$ cat src/rtl/pipe_stage_skid_reg.sv
`default_nettype none
// ============================================================================
// Module   : pipe_stage_skid_reg
// Purpose  : Elastic pipeline stage register with valid/ready handshake,
//            two-entry skid buffer, synchronous flush, NOP bubble insertion
//            and saturating stall/flush performance counters.
// Revision : 1.0  initial release
// ============================================================================
module pipe_stage_skid_reg #(
  parameter int                DATA_W  = 64,
  parameter logic [DATA_W-1:0] NOP_VAL = '0,
  parameter int                CNT_W   = 16
) (
  input  logic              CLK,
  input  logic              RST,
  input  logic              CLR,
  input  logic              in_valid,
  output logic              in_ready,
  input  logic [DATA_W-1:0] in_data,
  output logic              out_valid,
  input  logic              out_ready,
  output logic [DATA_W-1:0] out_data,
  output logic [1:0]        occupancy,
  output logic [CNT_W-1:0]  stall_cnt,
  output logic [CNT_W-1:0]  flush_cnt
);

  // State encoding doubles as the occupancy count.
  typedef enum logic [1:0] {
    ST_EMPTY = 2'd0,
    ST_ONE   = 2'd1,
    ST_FULL  = 2'd2
  } state_t;

  localparam logic [CNT_W-1:0] c_cnt_max = {CNT_W{1'b1}};

  state_t            r_state;
  state_t            w_state_nxt;
  logic [DATA_W-1:0] r_main;
  logic [DATA_W-1:0] r_skid;
  logic [DATA_W-1:0] w_main_nxt;
  logic [DATA_W-1:0] w_skid_nxt;
  logic              w_in_fire;
  logic              w_out_fire;
  logic              w_stalled;

  // Ready depends only on registered state, so back-pressure never chains
  // combinationally between stages. Reset masks every output to the idle view.
  assign in_ready   = (r_state != ST_FULL) & ~RST;
  assign out_valid  = (r_state != ST_EMPTY) & ~RST;
  assign out_data   = out_valid ? r_main : NOP_VAL;
  assign occupancy  = RST ? 2'd0 : r_state;

  assign w_in_fire  = in_valid & in_ready;
  assign w_out_fire = out_valid & out_ready;
  assign w_stalled  = out_valid & ~out_ready;

  // Next-state and data-path selection; flush overrides any handshake.
  always_comb begin
    w_state_nxt = r_state;
    w_main_nxt  = r_main;
    w_skid_nxt  = r_skid;
    if (CLR) begin
      w_state_nxt = ST_EMPTY;
      w_main_nxt  = NOP_VAL;
      w_skid_nxt  = NOP_VAL;
    end else begin
      case (r_state)
        ST_EMPTY: begin
          if (w_in_fire) begin
            w_main_nxt  = in_data;
            w_state_nxt = ST_ONE;
          end
        end
        ST_ONE: begin
          if (w_in_fire && w_out_fire) begin
            w_main_nxt  = in_data;
          end else if (w_in_fire) begin
            w_skid_nxt  = in_data;
            w_state_nxt = ST_FULL;
          end else if (w_out_fire) begin
            w_main_nxt  = NOP_VAL;
            w_state_nxt = ST_EMPTY;
          end
        end
        ST_FULL: begin
          if (w_out_fire) begin
            w_main_nxt  = r_skid;
            w_skid_nxt  = NOP_VAL;
            w_state_nxt = ST_ONE;
          end
        end
        default: begin
          w_state_nxt = ST_EMPTY;
          w_main_nxt  = NOP_VAL;
          w_skid_nxt  = NOP_VAL;
        end
      endcase
    end
  end

  // State and payload registers with synchronous reset.
  always_ff @(posedge CLK) begin
    if (RST) begin
      r_state <= ST_EMPTY;
      r_main  <= NOP_VAL;
      r_skid  <= NOP_VAL;
    end else begin
      r_state <= w_state_nxt;
      r_main  <= w_main_nxt;
      r_skid  <= w_skid_nxt;
    end
  end

  // Saturating stall counter; a flush cycle still counts if it was stalled.
  always_ff @(posedge CLK) begin
    if (RST) begin
      stall_cnt <= '0;
    end else if (w_stalled && (stall_cnt != c_cnt_max)) begin
      stall_cnt <= stall_cnt + 1'b1;
    end
  end

  // Saturating flush counter; only flushes that actually squash entries count.
  always_ff @(posedge CLK) begin
    if (RST) begin
      flush_cnt <= '0;
    end else if (CLR && (occupancy != 2'd0) && (flush_cnt != c_cnt_max)) begin
      flush_cnt <= flush_cnt + 1'b1;
    end
  end

endmodule
`default_nettype wire

$ cat config.mk
export PLATFORM = sky130hd
export DESIGN_NAME = pipe_stage_skid_reg
export DESIGN_NICKNAME = d
export VERILOG_FILES = /design/src/rtl/pipe_stage_skid_reg.sv
export SDC_FILE = /design/constraint.sdc
export NUM_CORES = 1
export LEC_CHECK = 0
export CORE_AREA = 2 2 148 150
export CTS_CLUSTER_SIZE = 16
export DETAILED_ROUTE_END_ITERATION = 10
export DIE_AREA = 0 0 150 152
export REMOVE_ABC_BUFFERS = 1
export SETUP_SLACK_MARGIN = 0.5
export SKIP_CTS_REPAIR_TIMING = 1
export SLEW_MARGIN = 20
export SYNTH_ARGS = -nofsm -noshare
export SYNTH_HDL_FRONTEND = slang
export SYNTH_SLANG_ARGS = --single-unit
$ cat constraint.sdc
create_clock -name CLK -period 1.8 [get_ports CLK]
set_input_delay 0.36 -clock CLK [delete_from_list [all_inputs] [get_ports CLK]]
set_output_delay 0.36 -clock CLK [all_outputs]
set_load 0.01 [all_outputs]
==> flow_summary.json <==
{
  "run_status": "finished, violations left",
  "violations": "negative setup slack",
  "timing.clock.skew_ns": 0.009688,
  "cts_h_tree_depth": 4,
  "via_per_inst": 5.229,
  "floorplan.die.height_um": 152,
  "cp_slowest_stage_delay_ns": 0.33,
  "worstPathCellList": "o21bai_4, clkinv_4, buf_8, clkbuf_16, and2_4, buf_6",
  "gp_congestion": 0.8028,
  "relSlewSlack_pct": 76.71,
  "path_class": "reg -> out",
  "grt_setup_unrepaired": "true",
  "setup_ws_ns": -0.1351,
  "ys.warnings.count": 0,
  "critical_path.n_buffers_inverters": 4,
  "floorplan.rows": 54,
  "placedInstanceArea_um2": 9643,
  "syn-mean-instance-area_um2": 8.493,
  "report.final.slew_viol_count": 0,
  "ys_ff_latch": 162,
  "clock_sinks": 162,
  "part_of_the_yosys_area_used_for_sequential_elements_pct": 44.56,
  "finalInstanceArea_um2": 11450,
  "grt_use_total_pct": 18.07,
  "power.share.combinational_pct": 10.6,
  "p_sw_mw": 1.974,
  "mostFrequentLayoutCell": "dfxtp_1",
  "cp_data_required_time_ns": 1.44,
  "pre_cts_slack_ns": -0.5741,
  "layout_cell_share_with_drive_strength_beyond_1_pct": 31.43,
  "drv_cap": 0,
  "route.detailed.drc": 0,
  "initial_core_util_pct": 34.09,
  "critPathLaunchType": "register",
  "layout_common_cells": "dfxtp_1, nor2_1, buf_6, nand2_1, nand3_1",
  "synthArstFlopShare_pct": 0,
  "final.min_clock_period_ns": 1.935,
  "sequentialPowerShare_pct": 41.8,
  "critPathTopFamily": "buffers and inverters",
  "layout_worst_path_cycle_share_pct": 107.5,
  "cp_capture_type": "output port",
  "grt_antenna_before_repair": 1,
  "globalRoute.totalOverflow": 0,
  "syn-instance-count": 857,
  "setup-tns-final_ns": -7.415,
  "critPathMaxFanout": 5,
  "finish.utilization_pct": 53.63,
  "place_hpwl_um": 13380,
  "fmax_ghz": 0.5168,
  "switching_share_pct": 22.72,
  "drt-wirelength-per-cell_um": 18.43,
  "worst_hold_slack_ns": 0.4497,
  "power-per-cell-area_nw_per_um2": 758.9,
  "core-area_um2": 21350,
  "first_global_vias": 6457,
  "cellInternalPower_mw": 6.715,
  "maximum_number_of_pins_on_one_net_before_global_route_repair": 66,
  "clock_tree.root_cell": "clkbuf_16",
  "x_dimension_of_the_die_um": 150,
  "layout.filler_cells": 1966,
  "hold_violations": 0,
  "power_leakage_nw": 4.467,
  "crit_path_top_delay_cell": "dfxtp_2",
  "vias": 7159,
  "port-buffer-count": 168,
  "synthesis.area_um2": 7278,
  "synth_flop_cell": "dfxtp_1",
  "power_frac_clock_pct": 47.7,
  "final_net_count": 1146,
  "ios": 169,
  "clk_latency_ns": 0.42,
  "clockBufferDepth": 2,
  "die_outline_area_um2": 22800,
  "worstMarginPinSlew_ns": 0.3493,
  "cts_buffers": 17,
  "drtAntennaViolNets": 0,
  "setup_viol_count_final": 64,
  "cts_tree": "yes",
  "synth_cell_types": 47,
  "wire_length_of_the_first_global_routing_pass_um": 33690,
  "vdd_drop_max_uv": 603.5,
  "layout-area-overhead-vs-synth_pct": 57.31,
  "clkSlewWorstSetupHoldPaths_ns": 0.06,
  "drtPass1Iterations": 5,
  "synth-edff-count": 0,
  "route.final.wire_length_um": 25230,
  "drc_marker_count_from_the_first_detailed_route_iteration": 430,
  "crit_arrival_ns": 1.58,
  "hold_path.class": "reg -> reg"
}
==> through the flow <==
step,power [mW],instances
2_1_floorplan,4.040,781
3_3_place_gp,4.483,1291
3_5_place_dp,4.484,1291
4_1_cts,8.644,1323
5_1_grt,8.956,1368
6_report,8.690,1369
==> worst reg2reg max path, delay by kind of cell, from the launching register on <==
| kind | cells | cell delay [ns] |
|---|---|---|
| AND/OR/NAND/NOR | 3 | 0.23 |
| buffers and inverters | 6 | 0.75 |
| XOR/XNOR | 1 | 0.16 |
| flip-flops | 1 | 0.33 |
| AO/OA/AOI/OAI | 1 | 0.17 |
==> path summary, 6_finish.rpt <==
check | startpoint | end | slack [ns] | cells past startpoint
worst max-delay path | r_state[1]$_SDFFE_PP0P_ | out_data[41] | -0.14 | 6
worst min-delay path | r_skid[8]$_SDFFE_PP0P_ | r_skid[8]$_SDFFE_PP0P_ | 0.45 | 2
worst max register to register | r_state[1]$_SDFFE_PP0P_ | flush_cnt[12]$_SDFFE_PP0P_ | 0.03 | 11
worst min register to register | r_skid[8]$_SDFFE_PP0P_ | r_skid[8]$_SDFFE_PP0P_ | 0.45 | 2
==> cell type report <==
| type | count | area, um^2 | share of cell area [%] |
|---|---|---|---|
| Tap cell | 280 | 350.3 | 3.060 |
| Sequential cell | 162 | 3309 | 28.90 |
| Antenna cell | 1 | 2.502 | 0.02186 |
| Multi-Input combinational cell | 616 | 4058 | 35.44 |
| Clock buffer | 18 | 439.2 | 3.836 |
| Clock inverter | 14 | 234.0 | 2.043 |
| Timing Repair Buffer | 274 | 3037 | 26.52 |
| Inverter | 4 | 20.02 | 0.1748 |
==> logic make-up after synthesis <==
kind of cell	count (synthesis)	synth area share, %
simple gates	370	25.32
compound gates	214	21.14
xor+xnor	27	3.249
mux	2	0.2751
buf+inv	80	5.106
fa+ha+maj	2	0.3438
flops	162	44.56
==> synthesized netlist by cell type (all sizes together) (3+ instances only) <==
cell type | number | share of area [%]
o21ai | 4 | 0.28
dfxtp | 162 | 45
a21oi | 71 | 5.1
a22oi | 64 | 6.6
nand3 | 74 | 5.2
nor4 | 9 | 0.98
and4 | 5 | 0.62
buf | 42 | 3.1
xor2 | 6 | 0.72
nor3 | 6 | 0.41
a211oi | 3 | 0.31
nor2b | 4 | 0.34
clkbuf | 34 | 1.8
inv | 4 | 0.21
nand2 | 82 | 4.2
nand2b | 4 | 0.45
a22o | 64 | 7.7
xnor2 | 21 | 2.5
nor2 | 96 | 5.0
nand4 | 12 | 1.2
nor3b | 3 | 0.31
and2 | 65 | 5.6
==> sequential cells by signal, indices dropped and copies added (netlist names) <==
| signal | cells |
|---|---|
| flush_cnt | 16 |
| r_main | 64 |
| r_skid | 64 |
| r_state | 2 |
| stall_cnt | 16 |
==> metal layers <==
metal | vias to the layer above | part of all wire, % | global-route usage (%)
met3 | 23 | 5.4 | 4.084
met2 | 206 | 48 | 29.77
met4 | 0 | 1.3 | 4.358
met5 | - | 0 | 0
met1 | 3444 | 45 | 23.97
li1 | 3486 | - | -
==> power by group through the flow <==
stage	Clock (mW)	Combinational [mW]	Sequential, mW
final	4.14	0.917	3.63
after detailed placement	0	0.759	3.72
after CTS	4.24	0.762	3.64
after global placement	0	0.758	3.73
after floorplan	0	0.323	3.72
after global routing	4.34	0.985	3.63
No activity file was read; power rests on OpenSTA's default activity.
==> patch: new RTL, same flow settings <==
Change the parameter `CNT_W` from 16 to 32.
--- a/src/rtl/pipe_stage_skid_reg.sv
+++ b/src/rtl/pipe_stage_skid_reg.sv
@@ -9,7 +9,7 @@
 module pipe_stage_skid_reg #(
   parameter int                DATA_W  = 64,
   parameter logic [DATA_W-1:0] NOP_VAL = '0,
-  parameter int                CNT_W   = 16
+  parameter int                CNT_W   = 32
 ) (
   input  logic              CLK,
   input  logic              RST,
Interface: changed (resized flush_cnt and stall_cnt); port bits go from 169 to 201. The function was not compared with the original's and may differ.
==> patch against the unedited design <==
The flow still finishes with violations (negative setup slack). Design area grew 39%. Wire length is 37% higher. Largest power group is now registers. Synthesized area is 22% higher. Sequential share of layout area decreased by 3.9 points. First-iteration DRC count grew 41%. Highest routed layer unchanged. Combinational power is 24% higher. Setup slack got worse by 0.28 ns. Sequential cell count grew 32. Critical path type unchanged. Total power increased by 6.4%.
==> patch: results (changes against the unedited design) <==
| Metric | Value |
|---|---|
| Outcome | `finished with violations (unchanged)` |
| Failing checks | `negative setup slack (unchanged)` |
| Clock Skews | `0.0135 ns (was 0.00969 ns)` |
| Met3 Use GR | `5.38% (was 4.08%)` |
| Clock Power Share | `40.7% (was 47.7%)` |
| Reg2reg path depth | `5 (was 11)` |
| Hold Crit Class | `in -> reg (was reg -> reg)` |
| Sequential fraction of the synthesis area | `43.7% (was 44.6%)` |
| VDD IR max | `0.621 mV (was 0.604 mV)` |
| Pre-CTS setup slack | `-0.656 ns (was -0.574 ns)` |
| First-pass GRT wire length | `43,700 um (was 33,700 um)` |
| Inverters | `12 (was 4)` |
| Filler-free cell count of the finished design | `1,774 (was 1,369)` |
| Worst Hold End | `stall_cnt[5] (was r_skid[8])` |
| Synth cell types | `51 (was 47)` |
| Port Buffers | `200 (was 168)` |
| Gr usage total | `23.4% (was 18.1%)` |
| Seq area share | `25.0% (was 28.9%)` |
| GR Util met1 | `32.1% (was 24.0%)` |
| Final Worst Setup Slack | `-0.414 ns (was -0.135 ns)` |
| R2r endpoint | `flush_cnt[30] (was flush_cnt[12])` |
| DR vias | `10,100 (was 7,159)` |
| Met3 WL | `2060 um (was 1360 um)` |
| Fill count | `1,546 (was 1,966)` |
| DR WL met2 | `17,400 um (was 12,100 um)` |
| Synth area leaders | `dfxtp_1 44%, a22o_1 6.3%, a21oi_1 5.9% (was dfxtp_1 45%, a22o_1 7.7%, a22oi_1 6.6%)` |
| Fraction of area in multi-input gates | `37.2% (was 35.4%)` |
| Initial antenna violation count | `0 (was 1)` |
| Clock-cell share | `3.60% (was 5.88%)` |
| RD Place Congestion | `0.775 (was 0.803)` |
| Cells after DPL | `1,631 (was 1,291)` |
| Post-synthesis mux area share | `0.872% (was 0.275%)` |
| Hold Slack | `0.348 ns (was 0.450 ns)` |
| Final Setup Violations | `116 (was 64)` |
| R2R Setup Slk | `-0.28 ns (was 0.03 ns)` |
| Hold path depth | `3 (was 2)` |
| Post-synth top cells | `194 x dfxtp_1, 105 x a21oi_1, 97 x nand2_1 (was 162 x dfxtp_1, 95 x nor2_1, 82 x nand2_1)` |
| DPL Wire Length | `18,100 um (was 13,400 um)` |
| P per Cell Area | `581 mW/mm2 (was 759 mW/mm2)` |
| Sw Share | `27.1% (was 22.7%)` |
| Crit-path max FO | `10 (was 5)` |
| M2 GR Usage | `38.1% (was 29.8%)` |
## patch: cell types whose count changed after synthesis, moves of 13 or more
cell      before  now
or3_1          0   23
or4_1          0   18
xnor2_1       21    7
buf_2         36    6
o31ai_1        0   14
nand2_1       82   97
clkbuf_1      34   79
nand4_1       11   24
dfxtp_1      162  194
a21oi_1       69  105
o21ai_0        4   25
## patch: critical path: stages, from the launching register on
cell and delay (ns):
dfxtp_2 0.34, o21bai_4 0.17, clkinvlp_4 0.13, buf_4 0.15, buf_8 0.13, buf_4 0.14, buf_4 0.12, and2_4 0.15
buf_6 0.12
## patch: how the worst max path moves through the flow
stage	from	endpoint	slack, ns
3_5_place_dp	CLR	flush_cnt[23]	-0.66
4_1_cts	r_state[0]	out_data[55]	-0.61
2_1_floorplan	r_state[1]	r_main[0]	-1.76
5_1_grt	r_state[0]	out_data[33]	-0.50
6_report	r_state[0]	out_data[33]	-0.41
3_3_place_gp	CLR	flush_cnt[23]	-0.58
